### config.mk
export PLATFORM = sky130hd
export DESIGN_NAME = load_store_unit
export DESIGN_NICKNAME = d
export VERILOG_FILES = /design/src/rtl/load_store_unit.sv
export SDC_FILE = /design/constraint.sdc
export NUM_CORES = 1
export LEC_CHECK = 0
export ABC_AREA = 1
export CORE_MARGIN = 2
export CORE_UTILIZATION = 54
export CTS_CLUSTER_SIZE = 14
export DETAILED_ROUTE_END_ITERATION = 8
export PLACE_DENSITY = 0.89
export SETUP_SLACK_MARGIN = 0.02
export SLEW_MARGIN = 5
export SYNTH_ARGS = -nofsm -noshare
export SYNTH_HDL_FRONTEND = slang
export SYNTH_SLANG_ARGS = --single-unit
### constraint.sdc
create_clock -name clk -period 3.75 [get_ports clk]
set_clock_uncertainty 0.1 [all_clocks]
set_input_delay 0.5625 -clock clk [delete_from_list [all_inputs] [get_ports clk]]
set_output_delay 0.5625 -clock clk [all_outputs]
set_load 0.01 [all_outputs]
### src/rtl/load_store_unit.sv
// load_store_unit
// CPU-side initiator for a single-port synchronous data memory with a
// one-cycle registered read. It takes one load/store at a time from the
// pipeline, turns the byte address into a word address and drives the
// memory port. Sub-word stores are done as read-modify-write. Loads return
// sign/zero-extended data with a one-cycle response pulse.
//
// Ports
//   clk, rst_n            clock and asynchronous active-low reset
//   req_valid/req_ready   request handshake (ready only in IDLE)
//   req_we                1 = store, 0 = load
//   req_funct             000 B, 001 H, 010 W, 100 BU, 101 HU (BU/HU load only)
//   req_addr              byte address (ADDR_WIDTH+2 bits)
//   req_wdata             store data, sub-word data taken from the low bits
//   rsp_valid             one-cycle completion pulse
//   rsp_data              load result, 0 for stores and errors
//   rsp_err               misaligned address or illegal funct
//   mem_addr/mem_din      registered word address and write data
//   mem_wr_rd             registered write strobe (1 = write, 0 = read)
//   mem_dout              memory read data, valid the cycle after a read edge
module load_store_unit #(
  parameter int DATA_WIDTH = 32,
  parameter int ADDR_WIDTH = 11
) (
  input  logic                  clk,
  input  logic                  rst_n,
  input  logic                  req_valid,
  output logic                  req_ready,
  input  logic                  req_we,
  input  logic [2:0]            req_funct,
  input  logic [ADDR_WIDTH+1:0] req_addr,
  input  logic [DATA_WIDTH-1:0] req_wdata,
  output logic                  rsp_valid,
  output logic [DATA_WIDTH-1:0] rsp_data,
  output logic                  rsp_err,
  output logic [ADDR_WIDTH-1:0] mem_addr,
  output logic [DATA_WIDTH-1:0] mem_din,
  output logic                  mem_wr_rd,
  input  logic [DATA_WIDTH-1:0] mem_dout
);

  localparam logic [2:0] F_B  = 3'b000;
  localparam logic [2:0] F_H  = 3'b001;
  localparam logic [2:0] F_W  = 3'b010;
  localparam logic [2:0] F_BU = 3'b100;
  localparam logic [2:0] F_HU = 3'b101;

  typedef enum logic [2:0] {
    IDLE,
    ACCESS,
    CAPTURE,
    WRITE,
    ERROR
  } state_e;

  state_e                  state_q, state_d;
  logic [ADDR_WIDTH-1:0]   mem_addr_q, mem_addr_d;
  logic [DATA_WIDTH-1:0]   mem_din_q, mem_din_d;
  logic                    mem_wr_rd_q, mem_wr_rd_d;
  logic                    rsp_valid_q, rsp_valid_d;
  logic                    rsp_err_q, rsp_err_d;
  logic [DATA_WIDTH-1:0]   rsp_data_q, rsp_data_d;
  logic [2:0]              funct_q, funct_d;
  logic [1:0]              lane_q, lane_d;
  logic [15:0]             wdata_q, wdata_d;
  logic                    isStore_q, isStore_d;
  // Goes high on the first edge after reset so a request held during reset
  // is not accepted before the block has seen a clean clock.
  logic                    active_q;

  logic                    reqLegal;
  logic                    reqMisaligned;
  logic [7:0]              selByte;
  logic [15:0]             selHalf;
  logic [DATA_WIDTH-1:0]   loadData;
  logic [DATA_WIDTH-1:0]   mergedWord;

  assign req_ready = (state_q == IDLE) && active_q;
  assign rsp_valid = rsp_valid_q;
  assign rsp_err   = rsp_err_q;
  assign rsp_data  = rsp_data_q;
  assign mem_addr  = mem_addr_q;
  assign mem_din   = mem_din_q;
  assign mem_wr_rd = mem_wr_rd_q;

  // Request decode: unsigned variants exist only for loads; word accesses
  // need a 4-byte aligned address, halfword accesses a 2-byte aligned one.
  always_comb begin
    reqLegal      = 1'b0;
    reqMisaligned = 1'b0;
    case (req_funct)
      F_B, F_H, F_W: reqLegal = 1'b1;
      F_BU, F_HU:    reqLegal = !req_we;
      default:       reqLegal = 1'b0;
    endcase
    if (req_funct[1:0] == 2'b10) begin
      reqMisaligned = (req_addr[1:0] != 2'b00);
    end else if (req_funct[1:0] == 2'b01) begin
      reqMisaligned = req_addr[0];
    end
  end

  // Lane extraction and lane merge on the word read back from memory.
  // Lanes are little-endian: lane 0 is bits 7:0, half 1 is bits 31:16.
  always_comb begin
    selByte    = mem_dout[{lane_q, 3'b000} +: 8];
    selHalf    = mem_dout[{lane_q[1], 4'b0000} +: 16];
    mergedWord = mem_dout;
    if (funct_q == F_H) begin
      mergedWord[{lane_q[1], 4'b0000} +: 16] = wdata_q;
    end else begin
      mergedWord[{lane_q, 3'b000} +: 8] = wdata_q[7:0];
    end
    case (funct_q)
      F_B:     loadData = {{(DATA_WIDTH-8){selByte[7]}}, selByte};
      F_H:     loadData = {{(DATA_WIDTH-16){selHalf[15]}}, selHalf};
      F_BU:    loadData = {{(DATA_WIDTH-8){1'b0}}, selByte};
      F_HU:    loadData = {{(DATA_WIDTH-16){1'b0}}, selHalf};
      default: loadData = mem_dout;
    endcase
  end

  // Next-state and next-output logic. The write strobe and the response
  // fields default to 0 so every pulse lasts exactly one cycle; address and
  // write data hold their last value.
  always_comb begin
    state_d     = state_q;
    mem_addr_d  = mem_addr_q;
    mem_din_d   = mem_din_q;
    mem_wr_rd_d = 1'b0;
    rsp_valid_d = 1'b0;
    rsp_err_d   = 1'b0;
    rsp_data_d  = '0;
    funct_d     = funct_q;
    lane_d      = lane_q;
    wdata_d     = wdata_q;
    isStore_d   = isStore_q;

    case (state_q)
      IDLE: begin
        if (req_valid && active_q) begin
          if (!reqLegal || reqMisaligned) begin
            // The error response is raised straight away so it appears one
            // cycle after acceptance; ERROR just lets it drop again.
            rsp_valid_d = 1'b1;
            rsp_err_d   = 1'b1;
            state_d     = ERROR;
          end else begin
            mem_addr_d = req_addr[ADDR_WIDTH+1:2];
            funct_d    = req_funct;
            lane_d     = req_addr[1:0];
            wdata_d    = req_wdata[15:0];
            isStore_d  = req_we;
            if (req_we && (req_funct == F_W)) begin
              mem_din_d   = req_wdata;
              mem_wr_rd_d = 1'b1;
            end
            state_d = ACCESS;
          end
        end
      end

      ERROR: begin
        state_d = IDLE;
      end

      ACCESS: begin
        if (isStore_q && (funct_q == F_W)) begin
          rsp_valid_d = 1'b1;
          state_d     = IDLE;
        end else begin
          state_d = CAPTURE;
        end
      end

      CAPTURE: begin
        if (isStore_q) begin
          mem_din_d   = mergedWord;
          mem_wr_rd_d = 1'b1;
          state_d     = WRITE;
        end else begin
          rsp_valid_d = 1'b1;
          rsp_data_d  = loadData;
          state_d     = IDLE;
        end
      end

      WRITE: begin
        rsp_valid_d = 1'b1;
        state_d     = IDLE;
      end

      default: begin
        state_d = IDLE;
      end
    endcase
  end

  // State and output registers. Reset clears everything, which also drops
  // any pending read-modify-write before its write edge.
  always_ff @(posedge clk or negedge rst_n) begin
    if (!rst_n) begin
      state_q     <= IDLE;
      mem_addr_q  <= '0;
      mem_din_q   <= '0;
      mem_wr_rd_q <= 1'b0;
      rsp_valid_q <= 1'b0;
      rsp_err_q   <= 1'b0;
      rsp_data_q  <= '0;
      funct_q     <= '0;
      lane_q      <= '0;
      wdata_q     <= '0;
      isStore_q   <= 1'b0;
      active_q    <= 1'b0;
    end else begin
      state_q     <= state_d;
      mem_addr_q  <= mem_addr_d;
      mem_din_q   <= mem_din_d;
      mem_wr_rd_q <= mem_wr_rd_d;
      rsp_valid_q <= rsp_valid_d;
      rsp_err_q   <= rsp_err_d;
      rsp_data_q  <= rsp_data_d;
      funct_q     <= funct_d;
      lane_q      <= lane_d;
      wdata_q     <= wdata_d;
      isStore_q   <= isStore_d;
      active_q    <= 1'b1;
    end
  end

endmodule

* Yosys cells after proc, flatten, opt, wreduce, memory -nomap -nowiden
Cells that the tools add are included.
** Storage, ports and cells
- Word-level logic and storage cells :: 84
- Output and inout port bits :: 79
- Flip-flop bits (word level) :: 104
- Memory bits (writable) :: 0
- Bits of input ports :: 84
- ROM bits :: 0
- Bits in latches :: 0
- Memories :: 0
** Cells by class
- Multiplexer cells :: 30
- $add $sub $neg :: 2
- Shift-type cells :: 6
- Bitwise gates (word level) :: 1
- Magnitude comparators :: 0
- Reduce and logical (&&, ||, !) cells :: 16
- Eq/ne operators :: 17
- Multiply operators :: 0
- Divide/modulo/power cells :: 0
** Operators with widths (count)
- $mux W32 :: 7
- $pmux W32 S4 :: 1
- $bwmux W32 :: 2
- $pmux W32 S2 :: 1
- $shift A16 B7 Y32 const A :: 1
- $shift A8 B7 Y32 const A :: 1
- $shiftx A16 B7 Y32 :: 1
- $shiftx A32 B6 Y16 :: 1
- $shiftx A32 B6 Y8 :: 1
- $shiftx A8 B7 Y32 :: 1
- $neg A5 Y7 :: 2
- $eq A3 B2 Y1 const B :: 4
- $eq A3 B3 Y1 const B :: 4
- $mux W1 :: 11
- $eq A3 B1 Y1 const B :: 3
- $logic_not A3 Y1 :: 3
- $pmux W3 S3 :: 1
- $mux W3 :: 2
- $reduce_and A5 Y1 :: 1
- $logic_and A1 B1 Y1 :: 4
- $mux W2 :: 2
- $ne A2 B1 Y1 const B :: 2
- $ne A2 B2 Y1 const B :: 2
- $pmux W1 S2 :: 2
- 10 further kinds :: 12

* Longest topological paths before layout
- Depth in word-level cells :: 8
- Mapped depth :: 13

* Least setup slack after synthesis
OpenSTA, ideal clock, no wires.
- Path kind :: register to register
- From :: register lane_q[1]
- To :: register mem_din_q[4], in the netlist mem_din[4]
- Data arrival time :: 1693 ps
- Setup time :: 65 ps
- Cell stages (with the launch flop) :: 11
- Required time :: 3585 ps
- Slack :: 1892 ps
- Clock period less this slack :: 1858 ps
- Cell sequence :: dfrtp_1 inv_2 buf_2 ha_1 nor2_1 nand3_1 nand3_1 nand2_1 nand2_1 nand3_1 nand2_1
** On the way
- Longest elaborated chain between the ends :: 6
- Elaborated cells between the ends (all ways) :: 11
- Classes of those cells :: add/sub (2); shift (4); mux (5)
** Ends and longest elaborated chain
- start, declared :: line 64 : logic [1:0] lane_q, lane_d;
- start signal, assigned :: line 224 : lane_q <= lane_d;
- $neg A5 Y7, on equally long branches :: line 110, 112
- $shiftx A16 B7 Y32, or another cell as far along :: line 110 : mergedWord[{lane_q[1], 4'b0000} +: 16] = wdata_q;
- $bwmux W32, on equally long branches :: line 110, 112
- $mux W32 (*) :: line 109 : if (funct_q == F_H) begin
- $mux W32 (*) :: line 177 : if (isStore_q) begin
- $pmux W32 S2 (*) :: line 139 : case (state_q)
- end signal, assigned :: line 218 : mem_din_q <= mem_din_d;
- end, declared :: line 58 : logic [DATA_WIDTH-1:0] mem_din_q, mem_din_d;
Every way passes the cells marked *; elsewhere a longest branch is shown, timed or not. The select of a mux whose other input is x is not followed.
A chain may end at the register's enable or synchronous reset.

* Worst setup path in the final report
- From :: register funct_q[0]
- To :: register mem_din_q[10], in the netlist mem_din[10]
** On the way
- Longest elaborated chain between the ends :: 4
** Ends and longest elaborated chain
- start, declared :: line 63 : logic [2:0] funct_q, funct_d;
- start signal, assigned :: line 223 : funct_q <= funct_d;
- $eq A3 B1 Y1 :: line 109
- $mux W32 :: line 109
- $mux W32 :: line 177
- $pmux W32 S2 :: line 139
No other way between the ends. The select of a mux whose other input is x is not followed.

==> impl_metrics.py <==
metrics = {
    "status": {
        "status": "finished, violations left",
        "violations": "DRC",
    },
    "setup_path": {
        "cp_max_fo": 64,
        "rr_worst_depth": 7,
        "r2r-end": "mem_din[10]",
        "r2r_start": "funct_q[0]",
        "crit_type": "register to register",
        "crit_arrival_ns": 2.74,
        "cp.required_ns": 3.89,
        "cp-start-kind": "register",
        "end_kind": "register",
        "rrSetupSlack_ns": 1.15,
    },
    "clocking": {
        "cts_hold_buf": 0,
        "cts_tree": "yes",
        "root_buffer": "clkbuf_16",
        "cts_buffer_depth": 2,
        "htreeDepth": 3,
        "clk_latency_ns": 0.35,
        "post-cts-setup-buffers": 0,
        "cts_resized": 0,
        "cts.sinks": 104,
        "numCtsBuffers": 9,
        "clk_pin_slew_ns": 0.07,
    },
    "die": {
        "pin_count": 163,
        "fp.coreArea_um2": 11500,
        "fp-row-count": 39,
        "start_util": 0.559,
        "die_y_um": 113,
        "dieArea_um2": 12800,
        "die_x_um": 113,
    },
    "timing": {
        "tns_ns": 0,
        "slew-limit-headroom": 0.171,
        "max_freq_ghz": 0.384,
        "fin_crit_sh": 0.694,
        "drv_slew": 0,
        "hold_violations": 0,
        "worst_pin_slew_ns": 1.24,
        "setup_viol": 0,
        "rsz0062_at_grt": "no",
        "worst_slack_ns": 1.15,
        "period_minus_slack_ns": 2.60,
    },
    "finish": {
        "final_cells": 1282,
        "final_nets": 1223,
        "finish.utilization": 0.723,
        "num_antenna_cells": 0,
        "area_delta_synth_final_pct": 29.4,
        "drive_gt1_frac": 0.0395,
    },
    "detailed_routing": {
        "wl_per_cell_um": 15.2,
        "postRouteAntennaNets": 0,
        "drc_errors": 13,
        "first_pass_iters": 7,
        "drt_wl_total_um": 19500,
        "avgViaCountPerCell": 5.40,
        "vias": 6925,
        "drt_iter0_drc": 653,
    },
    "placed_design": {
        "place_ws_ns": 1.17,
        "gp_congestion": 0.950,
        "hpwlAfterDp_um": 13600,
        "io_buffers": 162,
        "placedCellCount": 1266,
    },
    "synthesis": {
        "syn_nets": 1095,
        "yosysUniqueCellTypes": 31,
        "synth_top_cells_by_count": "nand2_1 (476), nor2_1 (143), dfrtp_1 (104)",
        "synth_area_um2": 6430,
        "ys_seq_elements": 104,
        "ys_top_cells_by_area": "dfrtp_1 (40%), nand2_1 (28%), nor2_1 (8.3%)",
        "netlist_instances": 1006,
        "synth_top_cell_area_share": 0.404,
        "synth_area_leader_cell": "dfrtp_1",
        "synth_most_common_cell": "nand2_1",
        "async_reset_ff_frac": 1.00,
        "ys_seq_area_frac": 0.404,
        "yosysWarnings": 0,
        "synthFlopType": "dfrtp_1",
        "synth_area_per_cell_um2": 6.40,
        "synth_edf_count": 0,
    },
    "global_routing": {
        "grt_overflow_total": 0,
        "grt_pass1_vias": 6650,
        "track_usage": 0.313,
        "grt_pass1_wl_um": 32200,
        "grt_max_degree": 105,
        "antenna_found_initial": 0,
    },
    "min_path": {
        "hp-class": "input port to async pin",
    },
    "power_and_ir_drop": {
        "cellLeakagePower_nw": 4.54,
        "power.density_nw_per_um2": 720,
        "power_mw": 5.99,
        "vdd_ir_drop_max_uv": 453,
    },
    "flow_run": {
        "cap_viol_max_count": 0,
    },
}
-- area by class of cell --
| type | instances | area [um2] |
|---|---|---|
| Clock buffer | 11 | 253 |
| Clock inverter | 5 | 37.5 |
| Fill cell | 977 | 3190 |
| Inverter | 66 | 248 |
| Multi-Input combinational cell | 782 | 3310 |
| Sequential cell | 104 | 2600 |
| Tap cell | 143 | 179 |
| Timing Repair Buffer | 171 | 1700 |
-- stage by stage --
step	area, um2	hold WS [ns]
floorplan	6430	0.167
global placement	8040	0.356
detailed placement	8040	0.362
global route	8330	0.216
finish	8330	0.176
CTS	8330	0.192
-- logic make-up (layout without fill, tap and decap cells) --
| group | count (synthesis) | after routing | synth area share |
|---|---|---|---|
| and+or+nand+nor | 736 | 736 | 0.468 |
| buffers and inverters | 120 | 253 | 0.0815 |
| DFF | 104 | 104 | 0.404 |
| AOI/OAI and AO/OA | 40 | 40 | 0.0358 |
| adders and majority gates | 5 | 5 | 0.00972 |
| other | 1 | 1 | 0.000583 |
-- report_power, final --
part | leakage [nW] | internal (mW) | switching [mW]
registers | 1.35 | 1.53 | 0.371
clock network | 0.139 | 0.491 | 0.431
logic | 3.05 | 1.25 | 1.93
total | 4.54 | 3.27 | 2.73
-- cell usage in the layout (no fill, tap or decap), drive strengths merged, types with 2 or more instances in the layout --
master	netlist	routed
o21ai	19	19
nor2	147	147
buf	41	10
nand2	480	480
inv	64	66
ha	5	5
nand3	67	67
clkdlybuf4s50	0	161
dfrtp	104	104
nand4	34	34
clkinvlp	0	2
clkbuf	13	11
a21oi	16	16
clkinv	2	3
nor3b	7	7
-- worst max-delay path by stage --
| stage | cells after the start | startpoint | to |
|---|---|---|---|
| after floorplan | 10 | lane_q[1] | mem_din[4] |
| after global placement | 8 | req_funct[1] | wdata_q[10] |
| after detailed placement | 8 | req_funct[0] | funct_q[1] |
| after CTS | 7 | funct_q[0] | mem_din[19] |
| after global routing | 8 | funct_q[1] | mem_din[15] |
| final | 7 | funct_q[0] | mem_din[10] |
-- per-layer routing --
metal | up-vias | global-route usage | share of wire
met1 | 3139 | 0.413 | 0.40
met2 | 367 | 0.488 | 0.45
met4 | 0 | 0.141 | 0.040
li1 | 3364 | - | -
met5 | - | 0 | 0
met3 | 55 | 0.0814 | 0.11
-- sequential cells by signal (all words and copies together), names as in the netlist --
signal	cells
wdata_q	16
mem_addr	11
mem_din	32
mem_wr_rd	1
isStore_q	1
active_q	1
rsp_valid	1
rsp_data	32
rsp_err	1
lane_q	2
state_q	3
funct_q	3
-- critical path, stage by stage, from the launching register on --
cell	delay, ns
dfrtp_1	0.61
nand3_2	1.01
nor2_1	0.39
nor2_1	0.08
nand2_1	0.10
nand2_1	0.05
nand3_1	0.07
nand2_1	0.06
Power figures use the tool's default switching activity.
